## src/rtl/uart_tx_serializer.sv

```systemverilog
// uart_tx_serializer
//   Byte FIFO feeding an 8N1/8E1/8O1/8x2 UART transmitter. Bytes pushed from
//   the register file are queued and serialized LSB first with a start bit,
//   an optional parity bit and one or two stop bits. Per-frame settings
//   (baud_rate, parity_enable, parity, stop_bit) are captured when a byte is
//   popped, so register changes never disturb a frame already on the line.
//
// Ports
//   clock          in   rising-edge clock
//   reset          in   synchronous, active-high reset
//   tx_fifo_wr_en  in   push strobe (ignored when full or uart_en=0)
//   tx_fifo_data   in   byte to push
//   uart_en        in   global enable; low aborts the frame and flushes the FIFO
//   tx_en          in   transmitter enable; low stops new frames from starting
//   parity_enable  in   parity bit present
//   parity         in   0 = even, 1 = odd
//   stop_bit       in   0 = one stop bit, 1 = two stop bits
//   baud_rate      in   clock cycles per bit (0 behaves as 1)
//   tx_serial      out  serial line, idle high, registered
//   tx_fifo_full   out  FIFO holds FIFO_DEPTH entries
//   busy           out  frame in progress or FIFO non-empty

module uart_tx_serializer #(
  parameter int unsigned FIFO_DEPTH = 8
) (
  input  logic        clock,
  input  logic        reset,
  input  logic        tx_fifo_wr_en,
  input  logic [7:0]  tx_fifo_data,
  input  logic        uart_en,
  input  logic        tx_en,
  input  logic        parity_enable,
  input  logic        parity,
  input  logic        stop_bit,
  input  logic [15:0] baud_rate,
  output logic        tx_serial,
  output logic        tx_fifo_full,
  output logic        busy
);

  localparam int unsigned AW = (FIFO_DEPTH > 2) ? $clog2(FIFO_DEPTH) : 1;
  localparam int unsigned CW = $clog2(FIFO_DEPTH + 1);

  typedef enum logic [2:0] {
    StIdle,
    StStart,
    StData,
    StParity,
    StStop
  } state_e;

  // FIFO
  logic [7:0]    r_mem [FIFO_DEPTH];
  logic [AW-1:0] r_wr_ptr;
  logic [AW-1:0] r_rd_ptr;
  logic [CW-1:0] r_count;

  // Transmitter
  state_e        r_state;
  logic          r_tx;
  logic [7:0]    r_shift;
  logic [2:0]    r_bit_idx;
  logic [15:0]   r_baud_cnt;
  logic [15:0]   r_period_m1;
  logic          r_par_bit;
  logic          r_pe;
  logic          r_sb;
  logic          r_stop_second;

  logic          w_full;
  logic          w_empty;
  logic          w_push;
  logic          w_pop;
  logic [7:0]    w_head;
  logic [15:0]   w_period_m1;
  logic          w_bit_done;

  assign w_full      = (r_count == CW'(FIFO_DEPTH));
  assign w_empty     = (r_count == '0);
  // Full blocks the push even when a pop frees a slot on the same edge.
  assign w_push      = uart_en & tx_fifo_wr_en & ~w_full;
  assign w_pop       = (r_state == StIdle) & ~w_empty & uart_en & tx_en;
  assign w_head      = r_mem[r_rd_ptr];
  assign w_period_m1 = (baud_rate == 16'd0) ? 16'd0 : (baud_rate - 16'd1);
  assign w_bit_done  = (r_baud_cnt == 16'd0);

  assign tx_serial    = r_tx;
  assign tx_fifo_full = w_full;
  assign busy         = (r_state != StIdle) | ~w_empty;

  // Storage is not reset; pointers and count define validity.
  always_ff @(posedge clock) begin
    if (w_push) begin
      r_mem[r_wr_ptr] <= tx_fifo_data;
    end
  end

  always_ff @(posedge clock) begin
    if (reset || !uart_en) begin
      r_wr_ptr <= '0;
      r_rd_ptr <= '0;
      r_count  <= '0;
    end else begin
      if (w_push) r_wr_ptr <= r_wr_ptr + AW'(1);
      if (w_pop)  r_rd_ptr <= r_rd_ptr + AW'(1);
      case ({w_push, w_pop})
        2'b10:   r_count <= r_count + CW'(1);
        2'b01:   r_count <= r_count - CW'(1);
        default: r_count <= r_count;
      endcase
    end
  end

  // Line level is registered alongside the state so it changes on the same edge.
  always_ff @(posedge clock) begin
    if (reset || !uart_en) begin
      r_state       <= StIdle;
      r_tx          <= 1'b1;
      r_bit_idx     <= 3'd0;
      r_baud_cnt    <= 16'd0;
      r_stop_second <= 1'b0;
    end else begin
      case (r_state)
        StIdle: begin
          r_tx <= 1'b1;
          if (w_pop) begin
            r_shift       <= w_head;
            r_par_bit     <= (^w_head) ^ parity;
            r_pe          <= parity_enable;
            r_sb          <= stop_bit;
            r_period_m1   <= w_period_m1;
            r_baud_cnt    <= w_period_m1;
            r_bit_idx     <= 3'd0;
            r_stop_second <= 1'b0;
            r_tx          <= 1'b0;
            r_state       <= StStart;
          end
        end

        StStart: begin
          if (w_bit_done) begin
            r_baud_cnt <= r_period_m1;
            r_tx       <= r_shift[0];
            r_state    <= StData;
          end else begin
            r_baud_cnt <= r_baud_cnt - 16'd1;
          end
        end

        StData: begin
          if (w_bit_done) begin
            r_baud_cnt <= r_period_m1;
            if (r_bit_idx == 3'd7) begin
              r_bit_idx <= 3'd0;
              if (r_pe) begin
                r_tx    <= r_par_bit;
                r_state <= StParity;
              end else begin
                r_tx    <= 1'b1;
                r_state <= StStop;
              end
            end else begin
              r_bit_idx <= r_bit_idx + 3'd1;
              r_tx      <= r_shift[1];
              r_shift   <= {1'b0, r_shift[7:1]};
            end
          end else begin
            r_baud_cnt <= r_baud_cnt - 16'd1;
          end
        end

        StParity: begin
          if (w_bit_done) begin
            r_baud_cnt <= r_period_m1;
            r_tx       <= 1'b1;
            r_state    <= StStop;
          end else begin
            r_baud_cnt <= r_baud_cnt - 16'd1;
          end
        end

        StStop: begin
          if (w_bit_done) begin
            // Second stop bit reuses the same period instead of a 2P count,
            // so the 16-bit counter never overflows at large baud_rate.
            if (r_sb && !r_stop_second) begin
              r_stop_second <= 1'b1;
              r_baud_cnt    <= r_period_m1;
            end else begin
              r_stop_second <= 1'b0;
              r_tx          <= 1'b1;
              r_state       <= StIdle;
            end
          end else begin
            r_baud_cnt <= r_baud_cnt - 16'd1;
          end
        end

        default: begin
          r_tx    <= 1'b1;
          r_state <= StIdle;
        end
      endcase
    end
  end

endmodule

```

## config.mk

```make
export PLATFORM = sky130hd
export DESIGN_NAME = uart_tx_serializer
export DESIGN_NICKNAME = d
export VERILOG_FILES = /design/src/rtl/uart_tx_serializer.sv
export SDC_FILE = /design/constraint.sdc
export NUM_CORES = 1
export LEC_CHECK = 0
export CORE_AREA = 2 2 127 129
export DETAILED_ROUTE_END_ITERATION = 6
export DIE_AREA = 0 0 129 131
export GPL_ROUTABILITY_DRIVEN = 0
export HOLD_SLACK_MARGIN = 0.06
export PLACE_DENSITY_LB_ADDON = 0.1
export REMOVE_ABC_BUFFERS = 1
export SLEW_MARGIN = 30
export SYNTH_ARGS = -nofsm -noshare
export SYNTH_HDL_FRONTEND = slang
export SYNTH_SLANG_ARGS = --single-unit
```

## constraint.sdc

```tcl
create_clock -name clock -period 3.68 [get_ports clock]
set_input_delay 0.736 -clock clock [delete_from_list [all_inputs] [get_ports clock]]
set_output_delay 0.736 -clock clock [all_outputs]
set_load 0.01 [all_outputs]
```

# Word level (Yosys, flattened, before mapping)
# Memory sizes are Yosys's and may differ from the RTL's. A register that Yosys moved wholly into a read port is not among the register bits.
# Cells that the tools add are included.
dict set report word_totals {
  reg_bits 61
  in_bits 32
  n_memories 1
  ram_bits 64
  elab_cells 111
}
dict set report op_classes {
  n_bitwise 10
  eq_ne 17
  n_reduce_logical 22
  n_mux 41
  add_sub_neg 7
}
# name depth word_bits rd rd_clocked_by_memory_dff wr line_no
set mem_list {}
lappend mem_list {r_mem 8 8 1 1 1 53} ;# logic [7:0] r_mem [FIFO_DEPTH];
# op n
set ops {}
lappend ops {{$mux W16} 5}
lappend ops {{$pmux W16 S3} 1}
lappend ops {{$mux W3} 13}
lappend ops {{$logic_not A16 Y1} 2}
lappend ops {{$sub A16 B1 Y16 const B} 2}
lappend ops {{$mux W8} 3}
lappend ops {{$ne A2 B2 Y1 const B} 8}
lappend ops {{$pmux W8 S2} 1}
lappend ops {{$pmux W3 S5} 1}
lappend ops {{$mux W1} 13}
lappend ops {{$reduce_and A3 Y1} 4}
lappend ops {{$reduce_and A5 Y1} 2}
lappend ops {{$add A3 B1 Y3 const B} 3}
lappend ops {{$pmux W4 S2} 1}
lappend ops {{$reduce_xor A8 Y1} 1}
lappend ops {{$reduce_and A7 Y1} 1}
lappend ops {{$eq A3 B2 Y1 const B} 2}
lappend ops {{$eq A3 B3 Y1 const B} 2}
lappend ops {{$pmux W3 S2} 1}
lappend ops {{$reduce_bool A2 Y1} 3}
lappend ops {{$reduce_bool A3 Y1} 2}
lappend ops {{$and A1 B1 Y1} 5}
lappend ops {{$pmux W1 S5} 1}
lappend ops {{$add A4 B1 Y4 const B} 1}
lappend ops {{16 further kinds} 19}

# Longest topological paths before layout
dict set report depth {
  depth_word 7
  mapped_depth 13
  mapped_depth_nobuf 11
}

# Worst setup path after synthesis
# OpenSTA, ideal clock, no wires.
dict set report synth_timing {
  path_type {flip-flop to flip-flop}
  startpoint {reg r_baud_cnt[6]}
  endpoint {reg r_shift[0], enable pin}
  stages_incl_launch_ff 7
  required_time_ps 3292
  arrival_time_ps 2417
  setup_slack_ps 875
  period_less_slack_ps 2805
  cell_sequence {dfxtp_1 > clkbuf_1 > or4_1 > nor4_1 > buf_2 > nand3_1 > a221oi_1}
}
dict set report synth_between {
  elab_chain_len 3
}
# element line_no
set synth_lines {}
lappend synth_lines {{start, declared} 63} ;# logic [15:0] r_baud_cnt;
lappend synth_lines {{start signal, assigned} 132} ;# r_baud_cnt <= w_period_m1;
lappend synth_lines {{start signal, assigned} 142} ;# r_baud_cnt <= r_period_m1;
lappend synth_lines {{start signal, assigned} 146} ;# r_baud_cnt <= r_baud_cnt - 16'd1;
lappend synth_lines {{$logic_not A16 Y1} 85} ;# assign w_bit_done = (r_baud_cnt == 16'd0);
lappend synth_lines {{$ne A2 B2 Y1 (no source line)} --}
lappend synth_lines {{$reduce_and A5 Y1 (no source line)} --}
lappend synth_lines {{end signal, assigned} 127} ;# r_shift <= w_head;
lappend synth_lines {{end signal, assigned} 165} ;# r_shift <= {1'b0, r_shift[7:1]};
lappend synth_lines {{end, declared} 61} ;# logic [7:0] r_shift;
# Every way passes these cells.
# A chain may end at the register's enable or synchronous reset.

# Worst setup path in the final report
dict set report layout_timing {
  startpoint {reg r_count[0]}
  endpoint {out busy}
}
dict set report layout_between {
  elab_chain_len 3
}
# element line_no
set layout_lines {}
lappend layout_lines {{start, declared} 56} ;# logic [CW-1:0] r_count;
lappend layout_lines {{start signal, assigned} 107} ;# 2'b10: r_count <= r_count + CW'(1);
lappend layout_lines {{start signal, assigned} 108} ;# 2'b01: r_count <= r_count - CW'(1);
lappend layout_lines {{start signal, assigned} 109} ;# default: r_count <= r_count;
lappend layout_lines {{$logic_not A4 Y1} 79} ;# assign w_empty = (r_count == '0);
lappend layout_lines {{$not A1 Y1} 89} ;# assign busy = (r_state != StIdle) | ~w_empty;
lappend layout_lines {{$or A1 B1 Y1} 89}
lappend layout_lines {{end, declared} 38} ;# output logic busy
# Every way passes these cells.

==> Flow_metrics.wiki <==
{| class="wikitable"
! Metric !! Value
|-
| Clock tree sinks || 128
|-
| Leakage power || 2.484 nW
|-
| Clock latency on the worst-skew pair || 0.42 ns
|-
| Number of cells produced by synthesis || 512
|-
| Standard-cell rows || 46
|-
| Vias in the first global route || 3926
|-
| Input/output buffers || 34
|-
| Internal Pwr Total || 2.585 mW
|-
| Clock root buffer master || sky130_fd_sc_hd__clkbuf_16
|-
| Pins Over Slew Limit || 0
|-
| Netlist cell types || 52
|-
| Hpwl dp || 9.495 mm
|-
| Rel. slew slack || 44.96%
|-
| Power Dens Cells || 463.4 nW/um^2
|-
| WL/cell || 17.41 um
|-
| Number of ports placed on the die boundary || 35
|-
| DR DRC count || 0
|-
| Ant diodes || 0
|-
| Highest cell delay on the worst timing path || 0.67 ns
|-
| Final setup fails || 0
|-
| Die Width || 129 um
|-
| Warnings from Yosys || 0
|-
| Via Count || 4181
|-
| Drt first pass iters || 5
|-
| Number of buffers created by CTS || 17
|-
| Clock Skew || 0.01014 ns
|-
| DR vias/cell || 5.279
|-
| Outcome || completed
|-
| Fraction of power spent switching nets || 23.54%
|-
| Number of enable flip-flop cells after synthesis || 91
|-
| Final routed wirelength across all metal layers || 13.79 mm
|-
| Netlist Area Pre-Place || 6067 um^2
|-
| Global routing usage summed across all routing layers || 17.31%
|-
| Number of cells on the worst reg-to-reg path || 11
|-
| Net Sw Power || 0.7960 mW
|-
| RSZ-0062 raised after global routing || false
|-
| Buffers inserted by post-CTS timing repair || 0
|-
| PnR worst setup slack || 0.6210 ns
|-
| Count of hold-fix buffers inserted at cts || 0
|-
| Cells resized by post-CTS repair || 0
|-
| Ratio of cells with drive above 1 in the final layout || 14.41%
|-
| Clock power share || 47.3%
|-
| Hold Path Cell Cnt || 2
|-
| Placed instance area || 6736 um^2
|-
| Final critical delay including setup and external delays || 3.059 ns
|-
| Initial antenna violation count || 0
|-
| Violation count after the first detailed-route iteration || 291
|-
| Area grow syn2layout || 20.25%
|-
| Sum of overflow across all layers after global routing || 0
|-
| Crit. End Element || output port
|-
| Clock slew at the register clock pins of the worst setup and hold paths || 0.06 ns
|-
| Hold Crit Class || reg2reg
|-
| Required time at the worst-slack endpoint || 2.94 ns
|-
| Placeable core area || 15600 um^2
|-
| Gate power share || 6.6%
|-
| Largest fanout on the critical path || 6
|-
| Signal arrival time at the worst endpoint || 2.32 ns
|-
| H-Tree Level Count || 4
|-
| Max-cap violations || 0
|-
| Top FF cell, synth || sky130_fd_sc_hd__edfxtp_1
|-
| WS Path Type || reg2out
|-
| Reg power frac || 46.1%
|-
| Fin. Hold Viols || 0
|-
| Setup slack of the worst register-to-register path || 0.76 ns
|-
| Effective utilization at floorplan || 38.90%
|-
| Pin count of the biggest net entering global routing || 28
|-
| Total number of nets in the final design || 606
|-
| Fraction of registers with async set or reset after synthesis || 0%
|-
| Number of fill cells in the layout || 1405
|-
| Flip-flop and latch count after synthesis || 128
|-
| Post-route total power || 3.381 mW
|-
| Die height || 131 um
|-
| Residual antenna-violating net count after detailed routing || 0
|-
| Fmax || 326.9 MHz
|-
| Floorplan die area || 16900 um^2
|-
| CTS tree || done
|-
| Setup_tns || 0 ns
|-
| Tcrit/Tclk final || 83.13%
|-
| Setup crit start kind || flip-flop
|-
| Standard cell with the maximum stage delay on the critical path || sky130_fd_sc_hd__or4_1
|-
| Worst-margin pin slew || 0.8238 ns
|-
| Wire length of the first global-routing pass || 21.61 mm
|-
| Final design area excluding fillers || 7296 um^2
|-
| Worst IR drop on VDD || 0.3335 mV
|-
| Syn avg cell area || 11.85 um^2
|-
| Critical path cell sequence || or4_1, or3_1, clkdlybuf4s50_1
|-
| Sequential fraction of the synthesis area || 57.25%
|-
| Setup slack at placement || 0.4408 ns
|-
| Largest buffer count on any clock path || 2
|}
==> state kept, by name, indices dropped and copies added (netlist names), named ones only <==
register / count
r_rd_ptr: 3
r_period_m1: 16
r_par_bit: 1
r_stop_second: 1
tx_serial: 1
r_state: 3
r_count: 4
r_wr_ptr: 3
r_sb: 1
r_baud_cnt: 16
r_shift: 8
r_pe: 1
r_bit_idx: 3
r_mem: 64
==> power groups by stage <==
stage          logic [mW]  registers, mW  clock network (mW)
2_1_floorplan       0.122           1.59                   0
3_3_place_gp        0.221           1.59                   0
3_5_place_dp        0.222           1.59                   0
4_1_cts             0.222           1.56                1.64
5_1_grt             0.243           1.56                1.69
6_report            0.222           1.56                1.60
==> layer usage <==
metal	GRT usage (%)	share of wire [%]	vias to the layer above
li1	-	-	2045
met1	23.96	49	2024
met2	26.33	45	95
met3	4.520	4.5	17
met4	6.394	1.4	0
met5	0	0	-
==> worst max-delay path: cells and delay by family (launching register included) <==
kind                   cells  cell delay (ns)
buffers and inverters      1             0.49
flip-flops                 1             0.36
AND/OR/NAND/NOR            2             1.06
==> path summary, 6_finish.rpt <==
kind / start / endpoint
worst min register to register: r_bit_idx[2] / r_bit_idx[2]
worst min-delay path: r_bit_idx[2] / r_bit_idx[2]
worst max register to register: r_count[0] / r_count[2]
worst max-delay path: r_count[0] / busy
==> kinds of logic after synthesis <==
kind of cell               Yosys count  synth area share, %
AOI/OAI and AO/OA                  107                11.26
xor gates and xnor gates            33                4.764
adders and majority gates           11                2.268
buffers and inverters               34                2.372
DFF                                128                57.25
muxes                               31                8.476
and+or+nand+nor                    168                13.61
==> cells in the mapped netlist (4+ instances only) <==
cell type / n / share of area [%]
sky130_fd_sc_hd__nand3_1: 13 / 1.1
sky130_fd_sc_hd__buf_2: 7 / 0.58
sky130_fd_sc_hd__ha_1: 11 / 2.3
sky130_fd_sc_hd__nand2_1: 40 / 2.5
sky130_fd_sc_hd__a311oi_1: 5 / 0.72
sky130_fd_sc_hd__or3_1: 7 / 0.72
sky130_fd_sc_hd__inv_1: 10 / 0.62
sky130_fd_sc_hd__o21ai_0: 21 / 1.7
sky130_fd_sc_hd__nor2_1: 61 / 3.8
sky130_fd_sc_hd__o211ai_1: 15 / 1.9
sky130_fd_sc_hd__mux2i_1: 12 / 2.0
sky130_fd_sc_hd__nor3_1: 7 / 0.58
sky130_fd_sc_hd__xnor2_1: 17 / 2.5
sky130_fd_sc_hd__edfxtp_1: 91 / 45
sky130_fd_sc_hd__nand2b_1: 7 / 0.72
sky130_fd_sc_hd__mux4_2: 16 / 5.9
sky130_fd_sc_hd__nor2b_1: 4 / 0.41
sky130_fd_sc_hd__xor2_1: 16 / 2.3
sky130_fd_sc_hd__or4_1: 4 / 0.49
sky130_fd_sc_hd__dfxtp_1: 37 / 12
sky130_fd_sc_hd__a21oi_1: 32 / 2.6
sky130_fd_sc_hd__o31ai_1: 4 / 0.49
sky130_fd_sc_hd__nor4_1: 7 / 0.72
sky130_fd_sc_hd__a31oi_1: 12 / 1.2
sky130_fd_sc_hd__clkbuf_1: 14 / 0.87
==> placed cells by master, fill, tap and decap left out, types with 11 or more instances in the layout <==
master                             n
sky130_fd_sc_hd__xnor2_1          17
sky130_fd_sc_hd__o21ai_0          21
sky130_fd_sc_hd__clkdlybuf4s50_1  34
sky130_fd_sc_hd__a21oi_1          32
sky130_fd_sc_hd__o211ai_1         15
sky130_fd_sc_hd__edfxtp_1         91
sky130_fd_sc_hd__xor2_1           16
sky130_fd_sc_hd__ha_1             11
sky130_fd_sc_hd__nor2_1           61
sky130_fd_sc_hd__mux4_2           16
sky130_fd_sc_hd__a31oi_1          12
sky130_fd_sc_hd__buf_4            22
sky130_fd_sc_hd__nand2_1          40
sky130_fd_sc_hd__mux2i_1          12
sky130_fd_sc_hd__dfxtp_1          37
sky130_fd_sc_hd__nand3_1          13
sky130_fd_sc_hd__clkbuf_16        17
==> stage by stage <==
stage	hold WS, ns	util [%]	cells
2_1_floorplan	0.4522	-	488
6_report	0.4871	46.78	792
3_5_place_dp	0.4806	43.19	760
3_3_place_gp	0.4608	43.19	760
4_1_cts	0.4895	46.78	792
5_1_grt	0.5042	46.78	792
==> cell type report <==
| cell class | count | area [um^2] | share of cell area, % |
|---|---|---|---|
| inverters | 10 | 37.54 | 0.5145 |
| clock inverters | 14 | 130.1 | 1.784 |
| flip-flops and latches | 128 | 3473 | 47.61 |
| multi-input cells | 350 | 2450 | 33.58 |
| repair buffers | 56 | 505.5 | 6.928 |
| well taps | 216 | 270.3 | 3.704 |
| clock buffers | 18 | 429.2 | 5.882 |
Power figures use the tool's default switching activity.
